==> src/rtl/uart_rx_pkg.sv <==
// Shared types and constants for the memory-mapped 8N1 UART receiver.
package uart_rx_pkg;

  typedef enum logic [1:0] {
    IDLE,
    START,
    DATA,
    STOP
  } rx_state_e;

  // Bit positions of the status flags in the read word.
  localparam int VALID = 8;
  localparam int FERR  = 9;
  localparam int OVR   = 10;

  localparam int DEFAULT_CLKS_PER_BIT = 434;

endpackage

==> src/rtl/uart_rx_fifo.sv <==
// 4x8 receive FIFO; head entry is always presented on dout.
module uart_rx_fifo (
  input  logic       clk,
  input  logic       reset,
  input  logic       push,
  input  logic       pop,
  input  logic [7:0] din,
  output logic [7:0] dout,
  output logic       empty,
  output logic       full
);

  logic [7:0] mem_reg [4];
  logic [1:0] wr_ptr_reg, rd_ptr_reg;
  logic [2:0] count_reg, count_next;
  logic       push_ok, pop_ok;

  assign empty   = (count_reg == 3'd0);
  assign full    = (count_reg == 3'd4);
  // A pop in the same cycle frees the slot, so a push into a full FIFO is accepted.
  assign push_ok = push & (~full | pop);
  assign pop_ok  = pop & ~empty;
  assign dout    = mem_reg[rd_ptr_reg];

  genvar gi;
  generate
    for (gi = 0; gi < 4; gi++) begin : g_entry
      always_ff @(posedge clk) begin
        if (push_ok && (wr_ptr_reg == 2'(gi))) begin
          mem_reg[gi] <= din;
        end
      end
    end
  endgenerate

  always_comb begin
    count_next = count_reg;
    case ({push_ok, pop_ok})
      2'b10:   count_next = count_reg + 3'd1;
      2'b01:   count_next = count_reg - 3'd1;
      default: count_next = count_reg;
    endcase
  end

  always_ff @(posedge clk) begin
    if (reset) begin
      wr_ptr_reg <= 2'd0;
      rd_ptr_reg <= 2'd0;
      count_reg  <= 3'd0;
    end else begin
      if (push_ok) wr_ptr_reg <= wr_ptr_reg + 2'd1;
      if (pop_ok)  rd_ptr_reg <= rd_ptr_reg + 2'd1;
      count_reg <= count_next;
    end
  end

endmodule

==> src/rtl/uart_rx_mmio.sv <==
// 8N1 UART receiver on the PicoRV32 native bus with read-to-clear status word.
// Define UART_RX_FIFO_EN for a 4-entry receive FIFO instead of a single holding register.
module uart_rx_mmio
  import uart_rx_pkg::*;
#(
  parameter int CLKS_PER_BIT = DEFAULT_CLKS_PER_BIT
) (
  input  logic        clk,
  input  logic        reset,
  input  logic        enable,
  input  logic        mem_valid,
  output logic        mem_ready,
  input  logic        mem_instr,
  input  logic [3:0]  mem_wstrb,
  input  logic [31:0] mem_wdata,
  input  logic [31:0] mem_addr,
  output logic [31:0] mem_rdata,
  input  logic        serial_in
);

  localparam int CW = $clog2(CLKS_PER_BIT + 1);
  // Loaded one short so that expiry at zero lands exactly on the counted cycle.
  localparam logic [CW-1:0] HALF_LOAD = CW'(CLKS_PER_BIT / 2 - 1);
  localparam logic [CW-1:0] BIT_LOAD  = CW'(CLKS_PER_BIT - 1);

  logic          sync1_reg, rxs_reg;
  rx_state_e     state_reg, state_next;
  logic [CW-1:0] cnt_reg, cnt_next;
  logic [2:0]    bit_idx_reg, bit_idx_next;
  logic [7:0]    shift_reg, shift_next;
  logic          push, ferr_set, expire;

  logic          mem_ready_reg, pop_pending_reg;
  logic [31:0]   rdata_reg;
  logic          frame_err_reg, overrun_reg;
  logic          rx_valid, overrun_set, pop, access, is_status;
  logic [7:0]    head;
  logic [31:0]   status_word;
  logic          unused_bus;

  assign unused_bus = ^{mem_instr, mem_wdata, mem_addr[31:4], mem_addr[1:0]};

  always_ff @(posedge clk) begin
    if (reset) begin
      sync1_reg <= 1'b1;
      rxs_reg   <= 1'b1;
    end else begin
      sync1_reg <= serial_in;
      rxs_reg   <= sync1_reg;
    end
  end

  always_ff @(posedge clk) begin
    if (reset) begin
      state_reg   <= IDLE;
      cnt_reg     <= '0;
      bit_idx_reg <= 3'd0;
      shift_reg   <= 8'h00;
    end else begin
      state_reg   <= state_next;
      cnt_reg     <= cnt_next;
      bit_idx_reg <= bit_idx_next;
      shift_reg   <= shift_next;
    end
  end

  always_comb begin
    state_next   = state_reg;
    cnt_next     = (cnt_reg != '0) ? cnt_reg - CW'(1) : cnt_reg;
    bit_idx_next = bit_idx_reg;
    shift_next   = shift_reg;
    push         = 1'b0;
    ferr_set     = 1'b0;
    expire       = (cnt_reg == '0);
    case (state_reg)
      IDLE: begin
        if (!rxs_reg) begin
          state_next = START;
          cnt_next   = HALF_LOAD;
        end
      end
      START: begin
        if (expire) begin
          if (!rxs_reg) begin
            state_next   = DATA;
            cnt_next     = BIT_LOAD;
            bit_idx_next = 3'd0;
          end else begin
            state_next = IDLE;
          end
        end
      end
      DATA: begin
        if (expire) begin
          shift_next = {rxs_reg, shift_reg[7:1]};
          cnt_next   = BIT_LOAD;
          if (bit_idx_reg == 3'd7) begin
            state_next = STOP;
          end else begin
            bit_idx_next = bit_idx_reg + 3'd1;
          end
        end
      end
      STOP: begin
        if (expire) begin
          push = 1'b1;
          if (rxs_reg) begin
            state_next = IDLE;
          end else begin
            // A low stop sample is taken as the next start bit's mid-point.
            ferr_set     = 1'b1;
            state_next   = DATA;
            cnt_next     = BIT_LOAD;
            bit_idx_next = 3'd0;
          end
        end
      end
      default: state_next = IDLE;
    endcase
  end

  assign pop = pop_pending_reg;

`ifdef UART_RX_FIFO_EN
  logic fifo_empty, fifo_full;

  uart_rx_fifo u_fifo (
    .clk   (clk),
    .reset (reset),
    .push  (push),
    .pop   (pop),
    .din   (shift_reg),
    .dout  (head),
    .empty (fifo_empty),
    .full  (fifo_full)
  );

  assign rx_valid    = ~fifo_empty;
  assign overrun_set = push & fifo_full & ~pop;
`else
  logic       hold_valid_reg;
  logic [7:0] hold_data_reg;

  always_ff @(posedge clk) begin
    if (reset) begin
      hold_valid_reg <= 1'b0;
      hold_data_reg  <= 8'h00;
    end else if (push && (!hold_valid_reg || pop)) begin
      hold_valid_reg <= 1'b1;
      hold_data_reg  <= shift_reg;
    end else if (pop) begin
      hold_valid_reg <= 1'b0;
    end
  end

  assign rx_valid    = hold_valid_reg;
  assign head        = hold_data_reg;
  assign overrun_set = push & hold_valid_reg & ~pop;
`endif

  always_ff @(posedge clk) begin
    if (reset) begin
      frame_err_reg <= 1'b0;
      overrun_reg   <= 1'b0;
    end else begin
      if (ferr_set)    frame_err_reg <= 1'b1;
      else if (pop)    frame_err_reg <= 1'b0;
      if (overrun_set) overrun_reg <= 1'b1;
      else if (pop)    overrun_reg <= 1'b0;
    end
  end

  assign access    = enable & mem_valid & ~mem_ready_reg;
  assign is_status = (mem_wstrb == 4'b0000) && (mem_addr[3:2] == 2'b00);

  always_comb begin
    status_word             = 32'h0;
    status_word[OVR]        = overrun_reg;
    status_word[FERR]       = frame_err_reg;
    status_word[VALID]      = rx_valid;
    status_word[7:0]        = rx_valid ? head : 8'h00;
  end

  always_ff @(posedge clk) begin
    if (reset) begin
      mem_ready_reg   <= 1'b0;
      rdata_reg       <= 32'h0;
      pop_pending_reg <= 1'b0;
    end else begin
      mem_ready_reg   <= access;
      rdata_reg       <= (access && is_status) ? status_word : 32'h0;
      pop_pending_reg <= access & is_status & rx_valid;
    end
  end

  assign mem_ready = mem_ready_reg;
  assign mem_rdata = rdata_reg;

endmodule

==> config.mk <==
export PLATFORM = sky130hd
export DESIGN_NAME = uart_rx_mmio
export DESIGN_NICKNAME = d
export VERILOG_FILES = /design/src/rtl/uart_rx_pkg.sv /design/src/rtl/uart_rx_fifo.sv /design/src/rtl/uart_rx_mmio.sv
export SDC_FILE = /design/constraint.sdc
export NUM_CORES = 1
export LEC_CHECK = 0
export BUFFER_PORTS_ARGS = -buffer_cell sky130_fd_sc_hd__buf_2
export CAP_MARGIN = 20
export CORE_MARGIN = 2
export CORE_UTILIZATION = 45
export CTS_CLUSTER_SIZE = 40
export DETAILED_ROUTE_END_ITERATION = 10
export PLACE_DENSITY = 0.86
export SLEW_MARGIN = 20
export SYNTH_ARGS = -nofsm -noshare
export SYNTH_HDL_FRONTEND = slang
export SYNTH_HIERARCHICAL = 1
export SYNTH_SLANG_ARGS = --single-unit
==> constraint.sdc <==
create_clock -name clk -period 2.75 [get_ports clk]
set_clock_uncertainty 0.15 [all_clocks]
set_input_delay 0.825 -clock clk [delete_from_list [all_inputs] [get_ports clk]]
set_output_delay 0.825 -clock clk [all_outputs]
set_load 0.02 [all_outputs]
Word-level counts from Yosys, hierarchy flattened
Cells that the tools add are included.
{"block": "classes", "bitwise_logic": 10, "addsub": 2, "reduce_logical": 20, "mux": 26, "n_eq_ne": 10}
{"operator": "two-way mux 9 bit", "count": 5}
{"operator": "case mux 9 bit (3 select lines)", "count": 1}
{"operator": "two-way mux 3 bit", "count": 4}
{"operator": "two-way mux 2 bit", "count": 5}
{"operator": "!= test 2 bit, second input constant", "count": 5}
{"operator": "logical NOT 9 bit", "count": 1}
{"operator": "two-way mux 1 bit", "count": 9}
{"operator": "nonzero test 9 bit", "count": 1}
{"operator": "subtractor 9 x 1 -> 9 bit, second input constant", "count": 1}
{"operator": "nonzero test 2 bit", "count": 4}
{"operator": "bitwise AND 1 bit", "count": 6}
{"operator": "case mux 2 bit (3 select lines)", "count": 1}
{"operator": "case mux 3 bit (2 select lines)", "count": 1}
{"operator": "AND reduction 5 bit", "count": 1}
{"operator": "== test 2 bit, second input constant", "count": 2}
{"operator": "logical NOT 2 bit", "count": 2}
{"operator": "logical NOT 4 bit", "count": 1}
{"operator": "NOT 1 bit", "count": 4}
{"operator": "AND reduction 4 bit", "count": 1}
{"operator": "OR reduction 2 bit", "count": 2}
{"operator": "adder 3 x 1 -> 3 bit, second input constant", "count": 1}
{"operator": "== test 3 bit, second input constant", "count": 1}
{"operator": "logical AND 1 bit", "count": 3}
{"operator": "OR reduction 3 bit", "count": 1}
{"operator": "other kinds (5)", "count": 5}
{"block": "word_totals", "reg_bits": 69, "word_cells": 83}

Longest topological paths before layout
{"block": "logic_depth", "ltp_word": 6, "ltp_mapped": 10, "mapped_depth_nobuf": 10}

Least setup slack after synthesis
OpenSTA, ideal clock, no wires.
{"block": "synth_path", "path_type": "register -> register", "startpoint": "register cnt_reg[0]", "endpoint": "register cnt_reg[0]", "path_slack_ps": 505, "setup_ps": 86, "period_less_slack_ps": 2245, "path_buffers": 0, "arrival_ps": 2009, "stages_incl_launch_ff": 11, "cell_sequence": "dfxtp_1 inv_1 ha_1 or4b_1 nor2_4 inv_2 ha_1 nand2_1 mux2i_1 nor2_1 a211oi_1"}
{"block": "synth_between", "elab_chain_len": 5}
{"element": "start, declared", "line_no": "uart_rx_mmio.sv:28", "rtl": "logic [CW-1:0] cnt_reg, cnt_next;"}
{"element": "start signal, assigned", "line_no": "uart_rx_mmio.sv:61", "rtl": "cnt_reg <= cnt_next;"}
{"element": "subtractor 9 x 1 -> 9 bit or nonzero test 9 bit (tied branches)", "line_no": "uart_rx_mmio.sv:69", "rtl": "cnt_next = (cnt_reg != '0) ? cnt_reg - CW'(1) : cnt_reg;"}
{"element": "two-way mux 9 bit", "line_no": "uart_rx_mmio.sv:69"}
{"element": "two-way mux 9 bit", "line_no": "uart_rx_mmio.sv:84, uart_rx_mmio.sv:107"}
{"element": "two-way mux 9 bit", "line_no": "uart_rx_mmio.sv:83", "rtl": "if (expire) begin"}
{"element": "case mux 9 bit (3 select lines) (*)", "line_no": "uart_rx_mmio.sv:75", "rtl": "case (state_reg)"}
Mark *: on every way between the ends. The rest lies on a longest branch, timed or not.
A chain may end at the register's enable or synchronous reset.

Worst setup path after layout
Same ends and word-level chain as after synthesis.

==> qor.tcl <==
set qor(fin_total_pwr_mw) 2.00
set qor(status) {completed}
set qor(slew-limit-headroom_pct) 55.7
set qor(routed_wire_length_per_instance_um) 12.6
set qor(port_buffers) 22
set qor(post_route_cells_drive_above_1_share_pct) 17.3
set qor(synth_edf_count) 0
set qor(avgSynthCellArea_um2) 9.37
set qor(post_cts.resized_instances) 0
set qor(maxClockFrequency_ghz) 0.408
set qor(number_of_maximum_capacitance_violations) 0
set qor(slew_violations) 0
set qor(floorplan.core_area_um2) 4660
set qor(final-instance-count-excl-fill) 303
set qor(finalHoldWorstSlack_ns) 0.280
set qor(ys_ff_latch) 48
set qor(dpl_worst_slack_ns) 0.322
set qor(grt_pass1_vias) 1524
set qor(drt-initial-drc-count) 74
set qor(largest_register_ff_count) 11
set qor(ys_seq_area_share_pct) 44.6
set qor(timing_worst_setup_path_type) {flop to flop}
set qor(rows) 25
set qor(hp-class) {flop to flop}
set qor(dp_cells) 296
set qor(maxUsedRoutingLayer) {met4}
set qor(grt_antenna_before_repair) 0
set qor(drt_first_pass_iters) 4
set qor(number_of_failing_hold_endpoints_at_the_final_stage) 0
set qor(ant_nets) 0
set qor(required_ns) 2.82
set qor(detailed_place.area_um2) 2220
set qor(vias_per_cell) 5.30
set qor(post_synth_main_area_contributors) {sky130_fd_sc_hd__dfxtp_1 (45%), sky130_fd_sc_hd__buf_4 (7.7%), sky130_fd_sc_hd__mux2i_1 (5.6%), sky130_fd_sc_hd__a21oi_1 (3.0%), sky130_fd_sc_hd__nor2_1 (3.0%)}
set qor(antennaDiodeCount) 0
set qor(layout.filler_cells) 428
set qor(critical_path.startpoint_type) {flop}
set qor(power.density_cell_area_nw_per_um2) 849
set qor(area_growth_pct) 9.17
set qor(grt.overflow.total) 0
set qor(post-synth-top-area-fraction_pct) 44.6
set qor(peakVddDrop_uv) 354
set qor(clockBufferDepth) 2
set qor(met3_wirelength_um) 212
set qor(setup_total_negative_slack_ns) 0
set qor(total_wirelength_of_the_detailed_routed_design_um) 3810
set qor(fin_util_pct) 50.5
set qor(worst_slew_pin_slew_ns) 0.660
set qor(period_minus_slack_ns) 2.45
set qor(die_width_um) 73.2
set qor(worst_slack_ns) 0.297
set qor(die_height_um) 73.2
set qor(worst_setup_path_end_kind) {flop}
set qor(tritoncts.num_buffers) 5
set qor(met1_routed_wirelength_after_detailed_routing_um) 1620
set qor(final_nets) 328
set qor(htree_num_levels) 2
set qor(floorplan.die_area_um2) 5360
set qor(finalSetupViolations) 0
set qor(clock_latency_ns) 0.29
set qor(synthDistinctLibCells) 45
set qor(cts_tree) {done}
set qor(power.static_leakage_nw) 0.994
set qor(synthDominantAreaCellType) {sky130_fd_sc_hd__dfxtp_1}
set qor(remaining_drc_errors) 0
set qor(worst-path-max-fanout) 6
set qor(initial_utilization_pct) 46.3
set qor(synth_area_um2) 2160
set qor(wl_met2_um) 1940
set qor(grt_setup_unrepaired) {no}
set qor(timing.final.crit_share_pct) 89.2
set qor(groute.usage.overall_pct) 16.5
set qor(via_count) 1607
set qor(numClockSinks) 48
set qor(grt_max_degree) 21
set qor(finish.instance_area_um2) 2350
set qor(synth_cells) 230
set qor(yosys_warnings) 6
set qor(cts_root_buffer) {sky130_fd_sc_hd__clkbuf_8}
set qor(worst_ep_arrival_time_ns) 2.52
set qor(global_route_wire_length_before_repair_um) 6780
set qor(hpwl_um) 2730
set qor(holdBufCountCts) 0
set qor(clkTransAtPathRegs_ns) 0.09
set qor(ys_dominant_reg_cell) {sky130_fd_sc_hd__dfxtp_1}
set qor(post-cts-setup-buffer-count) 0
set qor(ioPinCount) 107
set qor(place.gp.congestion) 0.834
set qor(synth-async-reset-ratio_pct) 0
## metal layers
layer	GRT usage, %	vias to the layer above
met5	0	-
met4	8.02	0
met3	4.83	2
met2	28.2	52
met1	18.5	755
li1	-	798
## cell usage in the layout (no fill, tap or decap), types with 4 or more instances in the layout
cell                        n
sky130_fd_sc_hd__nand2_1   14
sky130_fd_sc_hd__nand3_1    9
sky130_fd_sc_hd__o21ai_0    4
sky130_fd_sc_hd__mux2i_1   12
sky130_fd_sc_hd__inv_1      4
sky130_fd_sc_hd__and3_1     9
sky130_fd_sc_hd__buf_4      6
sky130_fd_sc_hd__conb_1    21
sky130_fd_sc_hd__clkbuf_8   5
sky130_fd_sc_hd__and2_1     4
sky130_fd_sc_hd__or3_1      4
sky130_fd_sc_hd__nor4_1     4
sky130_fd_sc_hd__ha_1       5
sky130_fd_sc_hd__nor3_1     6
sky130_fd_sc_hd__a21oi_1   13
sky130_fd_sc_hd__nor2_1    17
sky130_fd_sc_hd__dfxtp_1   48
sky130_fd_sc_hd__buf_2     22
## area by class of cell
type                    instances  area [um^2]  share of cell area (%)
repair buffers                 28          155                    6.59
multi-input cells             161         1020                    43.4
flip-flops and latches         48          961                    40.8
well taps                      54         67.6                    2.87
clock buffers                   5         68.8                    2.92
clock inverters                 2         60.1                    2.55
inverters                       5         18.8                   0.797
## synth_stat cells, drive strengths merged (3+ instances only)
cell type and n:
and3 9, nor4 5, buf 26, nor3b 3, dfxtp 48, mux2i 12, or3 4, a21oi 13
o21ai 4, nand3 9, clkbuf 10, ha 5, xnor2 3, or3b 3, nor3 6, nand2 14
inv 5, and2 4, nor2 18
## worst max-delay path: stages (launching register included)
cell and delay (ns):
sky130_fd_sc_hd__dfxtp_1 0.37, sky130_fd_sc_hd__inv_1 0.10, sky130_fd_sc_hd__ha_1 0.17, sky130_fd_sc_hd__or4b_1 0.59
sky130_fd_sc_hd__nor2_4 0.16, sky130_fd_sc_hd__inv_2 0.07, sky130_fd_sc_hd__ha_1 0.29, sky130_fd_sc_hd__nand2_1 0.07
sky130_fd_sc_hd__mux2i_1 0.15, sky130_fd_sc_hd__nor2_1 0.05, sky130_fd_sc_hd__a211oi_1 0.20
## final timing paths
path | startpoint | end | slack (ns) | cells after the start
worst max register to register | cnt_reg[0] | cnt_reg[0] | 0.30 | 10
worst max-delay path | cnt_reg[0] | cnt_reg[0] | 0.30 | 10
worst min register to register | mem_ready | mem_ready | 0.28 | 1
worst min-delay path | mem_ready | mem_ready | 0.28 | 1
## cell families (layout without fill, tap and decap cells)
group / Yosys count / in the layout / synth area share, %
and+or+nand+nor: 87 / 87 / 24.0
DFF: 48 / 48 / 44.6
adders and majority gates: 5 / 5 / 2.90
xor gates and xnor gates: 3 / 3 / 1.22
muxes: 12 / 12 / 5.57
buffers and inverters: 41 / 40 / 11.5
other: 1 / 21 / 0.174
AOI/OAI and AO/OA: 33 / 33 / 10.0
## power by group
| group | internal (mW) | switching [mW] |
|---|---|---|
| clock network | 0.358 | 0.223 |
| registers | 0.751 | 0.0855 |
| logic | 0.245 | 0.337 |
Note: power is estimated with default switching activity, not from simulation.
